### src/rtl/pulse_stretch.sv
// rtl/pulse_stretch.sv - stretches single-cycle events into fixed-length level pulses with a bounded queue
module pulse_stretch #(
  parameter int HIGH_CYCLES   = 10_000_000,
  parameter int GAP_CYCLES    = 5_000_000,
  parameter int PEND_MAX      = 3,
  parameter int PEND_W        = 2,
  parameter int CNT_W         = 24,
  parameter int IN_ACTIVE_LOW = 1
) (
  input  logic              clock,
  input  logic              rst_n,
  input  logic              pulse_in,
  input  logic              clr_overflow,
  output logic              level_out,
  output logic              busy,
  output logic [PEND_W-1:0] pending,
  output logic              overflow
);

  typedef enum logic [1:0] {IDLE, HIGH, GAP} state_t;

  localparam logic [CNT_W-1:0]  HIGH_LOAD = CNT_W'(HIGH_CYCLES - 1);
  localparam logic [CNT_W-1:0]  GAP_LOAD  = CNT_W'(GAP_CYCLES - 1);
  localparam logic [PEND_W-1:0] PEND_LIM  = PEND_W'(PEND_MAX);

  state_t            state, state_nx;
  logic [CNT_W-1:0]  cnt, cnt_nx;
  logic [PEND_W-1:0] pend_nx;
  logic              ovf_nx;
  logic              consume;
  logic              ev;

  // Every sampled asserted cycle counts as an event; there is no edge detection.
  assign ev = (IN_ACTIVE_LOW != 0) ? ~pulse_in : pulse_in;

  always_comb begin
    state_nx = state;
    cnt_nx   = cnt;
    pend_nx  = pending;
    ovf_nx   = overflow & ~clr_overflow;
    consume  = 1'b0;
    case (state)
      IDLE: begin
        if (ev) begin
          state_nx = HIGH;
          cnt_nx   = HIGH_LOAD;
        end
      end
      HIGH: begin
        if (cnt == '0) begin
          state_nx = GAP;
          cnt_nx   = GAP_LOAD;
        end else begin
          cnt_nx = cnt - CNT_W'(1);
        end
      end
      GAP: begin
        if (cnt == '0) begin
          if ((pending != '0) || ev) begin
            state_nx = HIGH;
            cnt_nx   = HIGH_LOAD;
            consume  = 1'b1;
          end else begin
            state_nx = IDLE;
          end
        end else begin
          cnt_nx = cnt - CNT_W'(1);
        end
      end
      default: begin
        state_nx = IDLE;
        cnt_nx   = '0;
      end
    endcase

    // An event coinciding with a consume takes the consumed slot, so pending holds.
    if (state != IDLE) begin
      if (ev && !consume) begin
        if (pending < PEND_LIM) pend_nx = pending + PEND_W'(1);
        else                    ovf_nx  = 1'b1;
      end else if (consume && !ev) begin
        pend_nx = pending - PEND_W'(1);
      end
    end
  end

  always_ff @(posedge clock or negedge rst_n) begin
    if (!rst_n) begin
      state     <= IDLE;
      cnt       <= '0;
      pending   <= '0;
      overflow  <= 1'b0;
      level_out <= 1'b0;
      busy      <= 1'b0;
    end else begin
      state     <= state_nx;
      cnt       <= cnt_nx;
      pending   <= pend_nx;
      overflow  <= ovf_nx;
      level_out <= (state_nx == HIGH);
      busy      <= (state_nx != IDLE);
    end
  end

endmodule

### config.mk
export PLATFORM = sky130hd
export DESIGN_NAME = pulse_stretch
export DESIGN_NICKNAME = d
export VERILOG_FILES = /design/src/rtl/pulse_stretch.sv
export SDC_FILE = /design/constraint.sdc
export NUM_CORES = 1
export LEC_CHECK = 0
export ABC_CLOCK_PERIOD_IN_PS = 3100
export CAP_MARGIN = 20
export CORE_MARGIN = 2
export CORE_UTILIZATION = 30
export DETAILED_ROUTE_END_ITERATION = 7
export PLACE_DENSITY = 0.56
export RECOVER_POWER = 25
export SLEW_MARGIN = 40
export SYNTH_ARGS = -nofsm -noshare
export SYNTH_HDL_FRONTEND = slang
export SYNTH_SLANG_ARGS = --single-unit
### constraint.sdc
create_clock -name clock -period 3.1 [get_ports clock]
set_input_delay 0.62 -clock clock [delete_from_list [all_inputs] [get_ports clock]]
set_output_delay 0.62 -clock clock [all_outputs]
set_load 0.02 [all_outputs]
; Word-level counts from Yosys, hierarchy flattened
; Index checks and enable logic that the tools add are counted.
; W data, S select, Z words.
[totals]
regBits = 31
inputBits = 4
output_inout_bits = 5
[classes]
add_sub_neg = 3
magnitude_cmp = 1
n_eq_ne = 6
n_mux = 19
n_bitwise = 3
n_reduce_logical = 12
[ops]
columns = operator, count
row1 = $mux W24, 4
row2 = $pmux W24 S3, 1
row3 = $logic_not A24 Y1, 1
row4 = $sub A24 B1 Y24 const B, 1
row5 = $mux W2, 6
row6 = $reduce_bool A2 Y1, 4
row7 = $mux W1, 7
row8 = $pmux W2 S3, 1
row9 = $eq A2 B1 Y1 const B, 2
row10 = $ne A3 B3 Y1 const B, 1
row11 = $reduce_and A3 Y1, 1
row12 = $add A2 B1 Y2 const B, 1
row13 = $eq A2 B2 Y1 const B, 1
row14 = $logic_and A1 B1 Y1, 2
row15 = $logic_not A2 Y1, 1
row16 = $lt A2 B2 Y1 const B, 1
row17 = $ne A2 B1 Y1 const B, 1
row18 = $ne A2 B2 Y1 const B, 1
row19 = $not A1 Y1, 2
row20 = $reduce_and A2 Y1, 1
row21 = $sub A2 B1 Y2 const B, 1
row22 = $and A1 B1 Y1, 1
row23 = $logic_not A1 Y1, 1
row24 = $logic_or A1 B1 Y1, 1

; Depth between registers and ports, before layout
; Gate-level depths: netlist of the first run.
[depth]
word_depth = 9
ltp_mapped = 10

; Worst setup path before layout of the first run
; Ideal clock, no wire load.
[synth_path]
path_kind = flip-flop to flip-flop
from = register cnt[8]
to = register cnt[4]
setup_time_ns = 0.075
arrival_time_ns = 2.639
path_slack_ns = 0.386
stages_incl_launch_ff = 11
synth_period_minus_slack_ns = 2.714
cell_sequence = dfrtp_1 > or4_1 > buf_2 > or4_4 > buf_6 > nor4_4 > a21o_2 > buf_6 > buf_12 > nor2_1 > o2bb2ai_2
[synth_between]
elab_chain_len = 3
elab_cells_between_ends = 6
[synth_rtl]
columns = item, line
row1 = "start, declared", 27  ; logic [CNT_W-1:0] cnt, cnt_nx;
row2 = "start signal, assigned", 97  ; cnt <= cnt_nx;
row3 = $logic_not A24 Y1 *, "50, 58"
row4 = "$mux W24, or another cell as far along", 58  ; if (cnt == '0) begin
row5 = $pmux W24 S3 or $reduce_and A2 Y1 (tied branches), n/a
; Mark *: on every way between the ends. The rest lies on a longest branch, timed or not.
; A chain may end at the register's enable or synchronous reset.

; Final worst setup path of the first run
[layout_path]
from = register cnt[8]
to = register cnt[7]
; The elaborated chain is that of the path after synthesis.

==> impl_metrics.ini, run 1 <==
[status]
outcome = finished, violations left
violations = capacitance limit, slew limit

[clocking]
max-clock-path-buffers = 2
numCtsBuffers = 5
clkSinkCount = 31
clk_pin_slew_worst_paths_ns = 0.06
htree_levels = 2
cts_tree = yes
clock-root-buffer = clkbuf_8
clock_latency_ns = 0.28
post-cts-setup-buffers = 0

[placed_design]
gp_congestion = 0.861
port_buffers = 8
hpwlAfterDp_mm = 3.65
placed_cell_area_um2 = 2150

[sta]
fin_worst_skew_ns = 0.00673
rsz0062_at_grt = no
tns_ns = 0
setup_violations = 0
finalHoldViolations = 0
worstMarginPinSlew_ns = 1.67
post-route-min-period_ns = 2.85
slew_headroom = -0.110
fmax_mhz = 351
min_period_over_period = 0.919
maxSlewViolCount = 32

[worst_setup_path]
path_max_fanout = 21
crit_type = reg2reg
arrival_ns = 3.06
cp_cell_sequence = or4_1, or4_4, nor4_4, a21o_2, o21ai_0, a21oi_1
cpPeakStageDelay_ns = 0.66
setup.worst_path.end_class = flip-flop
start_kind = flip-flop
cp_slowest_cell = or4_4
worstPathRequired_ns = 3.31

[layout]
final_cell_mix = dfrtp_1 (31), nand2_1 (25), o21ai_0 (22)
synthToLayoutAreaGrowth_pct = 12.5
drive_gt1_frac = 0.100
finalNetCount = 244
final_common_cell = dfrtp_1
final_cell_area_um2 = 2250
n_antenna_cell = 0

[route]
vias_per_cell = 5.67
wl_per_cell_um = 16.1
vias = 1791
drc = 0
drt-initial-drc-count = 144
ant_nets = 0
finalWirelength_mm = 5.09
drt_pre_antenna_iters = 4

[logic_synthesis]
ys_seq_area_frac = 0.388
yosys_warnings = 0
synth_flop_cell = dfrtp_1
ys_ff_latch = 31
synth_edf_count = 0
synth_cells = 228
synth_nets = 234
syn_area_um2 = 2000
syn_avg_cell_area_um2 = 8.78
synthArstFlopShare = 1.00
ys_types = 51

[power_and_ir_drop]
ir_worst_vdd_uv = 247
leakagePower_uw = 0.000921
powerDensity_nw_per_um2 = 617

[floorplan]
row_count = 29
io_pins = 9
dieArea_um2 = 7340
core-area_um2 = 6390
die-width_um = 85.7
die_height_um = 85.7
start_util = 0.313

[global_routing]
track_usage = 0.153
grt_max_degree = 32
antenna_found_initial = 0
first_global_vias = 1678
grt.overflow.total = 0
grt_pass1_wl_mm = 8.76

[min_path]
hold_path.class = reg2reg

[flow_run]
cap_violations = 1
cells by family after synthesis:
family / synth area share
AND/OR/NAND/NOR: 0.245
XOR/XNOR: 0.0131
flip-flops: 0.387
adder cells (fa/ha/maj): 0.0125
multiplexers: 0.00500
AO/OA/AOI/OAI: 0.283
buffers and inverters: 0.0537
layout make-up:
type | instances | area (µm²)
flip-flops and latches | 31 | 776
clock buffers | 8 | 100
inverters | 9 | 33.8
fillers | 650 | 4130
multi-input cells | 177 | 1120
well taps | 77 | 96.3
repair buffers | 14 | 121
sequential cells by signal, summed over array words and instances (netlist names):
name,flops
level_out,1
pending,2
overflow,1
state,2
busy,1
cnt,24
what timing repair did:
item	4_1_cts	5_1_grt
hold endpoints to repair	0	0
setup endpoints to repair	0	10
resized for setup	0	1
hold buffers	0	0
path summary, 6_finish.rpt:
check                        start  slack, ns       to  depth (start not counted)
max reg2reg                 cnt[8]       0.25   cnt[7]                          6
min                        cnt[11]       0.52  cnt[11]                          1
max in group asynchronous    rst_n       0.84  cnt[15]                          2
max                         cnt[8]       0.25   cnt[7]                          6
min reg2reg                cnt[11]       0.52  cnt[11]                          1
min in group asynchronous    rst_n       1.30   cnt[1]                          2
critical path: cells and delay by family (launching register included):
kind             cells  cell delay, ns
AO/OA/AOI/OAI        3            0.74
AND/OR/NAND/NOR      3            1.61
flip-flops           1            0.42
cells in the mapped netlist, types with 2 or more instances:
master	count	area [µm²]
ha_1	2	25.0
nand3b_1	2	15.0
nor4_4	2	42.5
nor2b_1	2	12.5
nand2_1	25	93.8
buf_6	2	22.5
o41ai_1	3	26.3
nor4_1	4	25.0
o31ai_1	6	45.0
xnor2_1	2	17.5
dfrtp_1	31	776
nor3_1	8	40.0
a21o_1	8	60.1
inv_1	9	33.8
nand3_1	6	30.0
a21oi_1	19	95.1
a22o_1	6	52.6
a32o_1	2	20.0
nand2b_1	2	12.5
nor2_1	16	60.1
and3_1	2	12.5
o31a_1	2	17.5
o21ai_0	22	110
or3_1	6	37.5
or4_1	6	45.0
a22oi_1	2	15.0
clkbuf_1	7	26.3
where the power goes:
part           switching, µW  internal [µW]  leakage, µW
sequential               133            507     0.000363
clock                    150            203    0.0000515
combinational            208            189     0.000506
total                    491            899     0.000921
routing by layer:
metal | track usage | vias up | routed length [µm]
met5 | 0 | - | 0
met4 | 0.0476 | 0 | 72
met3 | 0.0269 | 5 | 250
met2 | 0.228 | 51 | 2280
met1 | 0.225 | 857 | 2490
li1 | - | 878 | -
per-stage QoR:
step	util	total power (µW)	hold slack, ns	setup WS, ns	cells
2_1_floorplan	-	898	0.324	0.386	228
3_3_place_gp	0.337	1040	0.515	0.0699	308
3_5_place_dp	0.337	1040	0.510	0.122	308
4_1_cts	0.352	1400	0.525	0.0868	316
5_1_grt	0.353	1490	0.548	0.0410	316
6_report	0.353	1390	0.521	0.250	316
Power figures use the tool's default switching activity.
==> inputs of run 2 (changes only) <==
- ABC_CLOCK_PERIOD_IN_PS: 3100 -> 2950
- clock period: 3.1 -> 2.95 ns (I/O delays scaled with it)
==> impl_metrics.ini, run 2 (synthesis results as in run 1) <==
[status]
outcome = finished, violations left
violations = capacitance limit, slew limit

[global_routing]
first_global_vias = 1693
use_met1 = 0.216
use_met2 = 0.239
grt_pass1_wl_mm = 8.81
track_usage = 0.155
use_met3 = 0.0318
antenna_found_initial = 0
grt.overflow.total = 0
busiest_layer = met2
grt_max_degree = 32

[layout]
n_fill_cell = 672
final_common_cell = dfrtp_1
drive_gt1_frac = 0.107
final_cell_mix = dfrtp_1 (31), nand2_1 (25), o21ai_0 (22)
n_antenna_cell = 0
multiInputGateArea_um2 = 1120
seqCellArea_um2 = 776
finalNetCount = 247
synthToLayoutAreaGrowth_pct = 12.4
top_regs = cnt (24), pending (2), state (2)
largest_reg_flops = 24
regMostFlops = cnt
final_cell_area_um2 = 2250

[floorplan]
start_util = 0.313
die-width_um = 85.7
die_height_um = 85.7
io_pins = 9
dieArea_um2 = 7340
core-area_um2 = 6390
row_count = 29

[route]
finalWirelength_mm = 5.32
drt_pre_antenna_iters = 4
drc = 0
vias = 1827
drt-initial-drc-count = 175
wl_per_cell_um = 16.7
ant_nets = 0
vias_per_cell = 5.73

[clocking]
htree_levels = 2
max-clock-path-buffers = 2
clk_pin_slew_worst_paths_ns = 0.06
post-cts-setup-buffers = 0
postCtsResizedCells = 0
clock-root-buffer = clkbuf_8
postCtsHoldBufs = 0
cts_tree = yes
clkSinkCount = 31
numCtsBuffers = 5
clock_latency_ns = 0.29

[min_path]
hold_path.class = reg2reg

[worst_setup_path]
crit_type = reg2reg
setup.worst_path.end_class = flip-flop
cpPeakStageDelay_ns = 0.64
critPathBufInv = 0
cp_cell_sequence = or4_1, or4_4, nor4_4, a21o_2, or4_1, a21oi_1
path_max_fanout = 21
cp_common_cell = or4_1
start_kind = flip-flop
cp_slowest_cell = or4_4
path_delay_family = simple AND/OR/NAND/NOR gates
worstPathRequired_ns = 3.11
arrival_ns = 2.90

[power_and_ir_drop]
powerDensity_nw_per_um2 = 634
ir_worst_vdd_uv = 224
finalPower_uw = 1430
leakagePower_uw = 0.000911

[sta]
worstMarginPinSlew_ns = 1.74
setup_violations = 0
finalHoldViolations = 0
whs_ns = 0.526
post-route-min-period_ns = 2.74
tns_ns = 0
min_period_over_period = 0.930
fin_worst_skew_ns = 0.0114
layout_setup_ws_ns = 0.207
fmax_mhz = 365
maxSlewViolCount = 32
rsz0062_at_grt = no
slew_headroom = -0.160

[placed_design]
placed_cell_area_um2 = 2170
port_buffers = 8
post-place-ws_ns = 0.219
gp_congestion = 0.838
hpwlAfterDp_mm = 3.75

[flow_run]
cap_violations = 1
==> run 2: path summary, 6_finish.rpt <==
kind | slack [ns] | from | to | cells after the start
max | 0.21 | cnt[8] | cnt[17] | 6
min | 0.53 | cnt[11] | cnt[11] | 1
max reg2reg | 0.21 | cnt[8] | cnt[17] | 6
min reg2reg | 0.53 | cnt[11] | cnt[11] | 1
max in group asynchronous | 0.65 | rst_n | overflow | 2
min in group asynchronous | 1.28 | rst_n | cnt[22] | 2
==> run 2: final cells by class <==
| class | instances | area share |
|---|---|---|
| inverter | 9 | 0.0150 |
| multi-input combinational | 177 | 0.497 |
| clock inverter | 1 | 0.00222 |
| timing repair buffer | 17 | 0.0640 |
| clock buffer | 7 | 0.0339 |
| tap | 77 | 0.0428 |
| sequential | 31 | 0.345 |
==> run 2: worst register-to-register path, stage by stage (launching register included) <==
cell	delay, ns
dfrtp_1	0.42
or4_1	0.56
or4_4	0.64
nor4_4	0.32
a21o_2	0.44
or4_1	0.18
a21oi_1	0.06
==> run 2: power breakdown <==
part           leakage (µW)  switching (µW)  internal [µW]  total (µW)
combinational      0.000505             224            200         423
clock             0.0000422             166            165         332
sequential         0.000363             138            533         670
total              0.000911             527            898        1430
==> run 2: per-stage QoR <==
step | cells | util
after global routing | 319 | 0.352
after floorplan | 228 | -
final | 319 | 0.352
after global placement | 311 | 0.340
after CTS | 319 | 0.353
after detailed placement | 311 | 0.340
==> run 2: routing by layer <==
| metal | part of all wire | vias up |
|---|---|---|
| li1 | - | 878 |
| met1 | 0.47 | 895 |
| met5 | 0 | - |
| met2 | 0.47 | 49 |
| met3 | 0.052 | 5 |
| met4 | 0.011 | 0 |
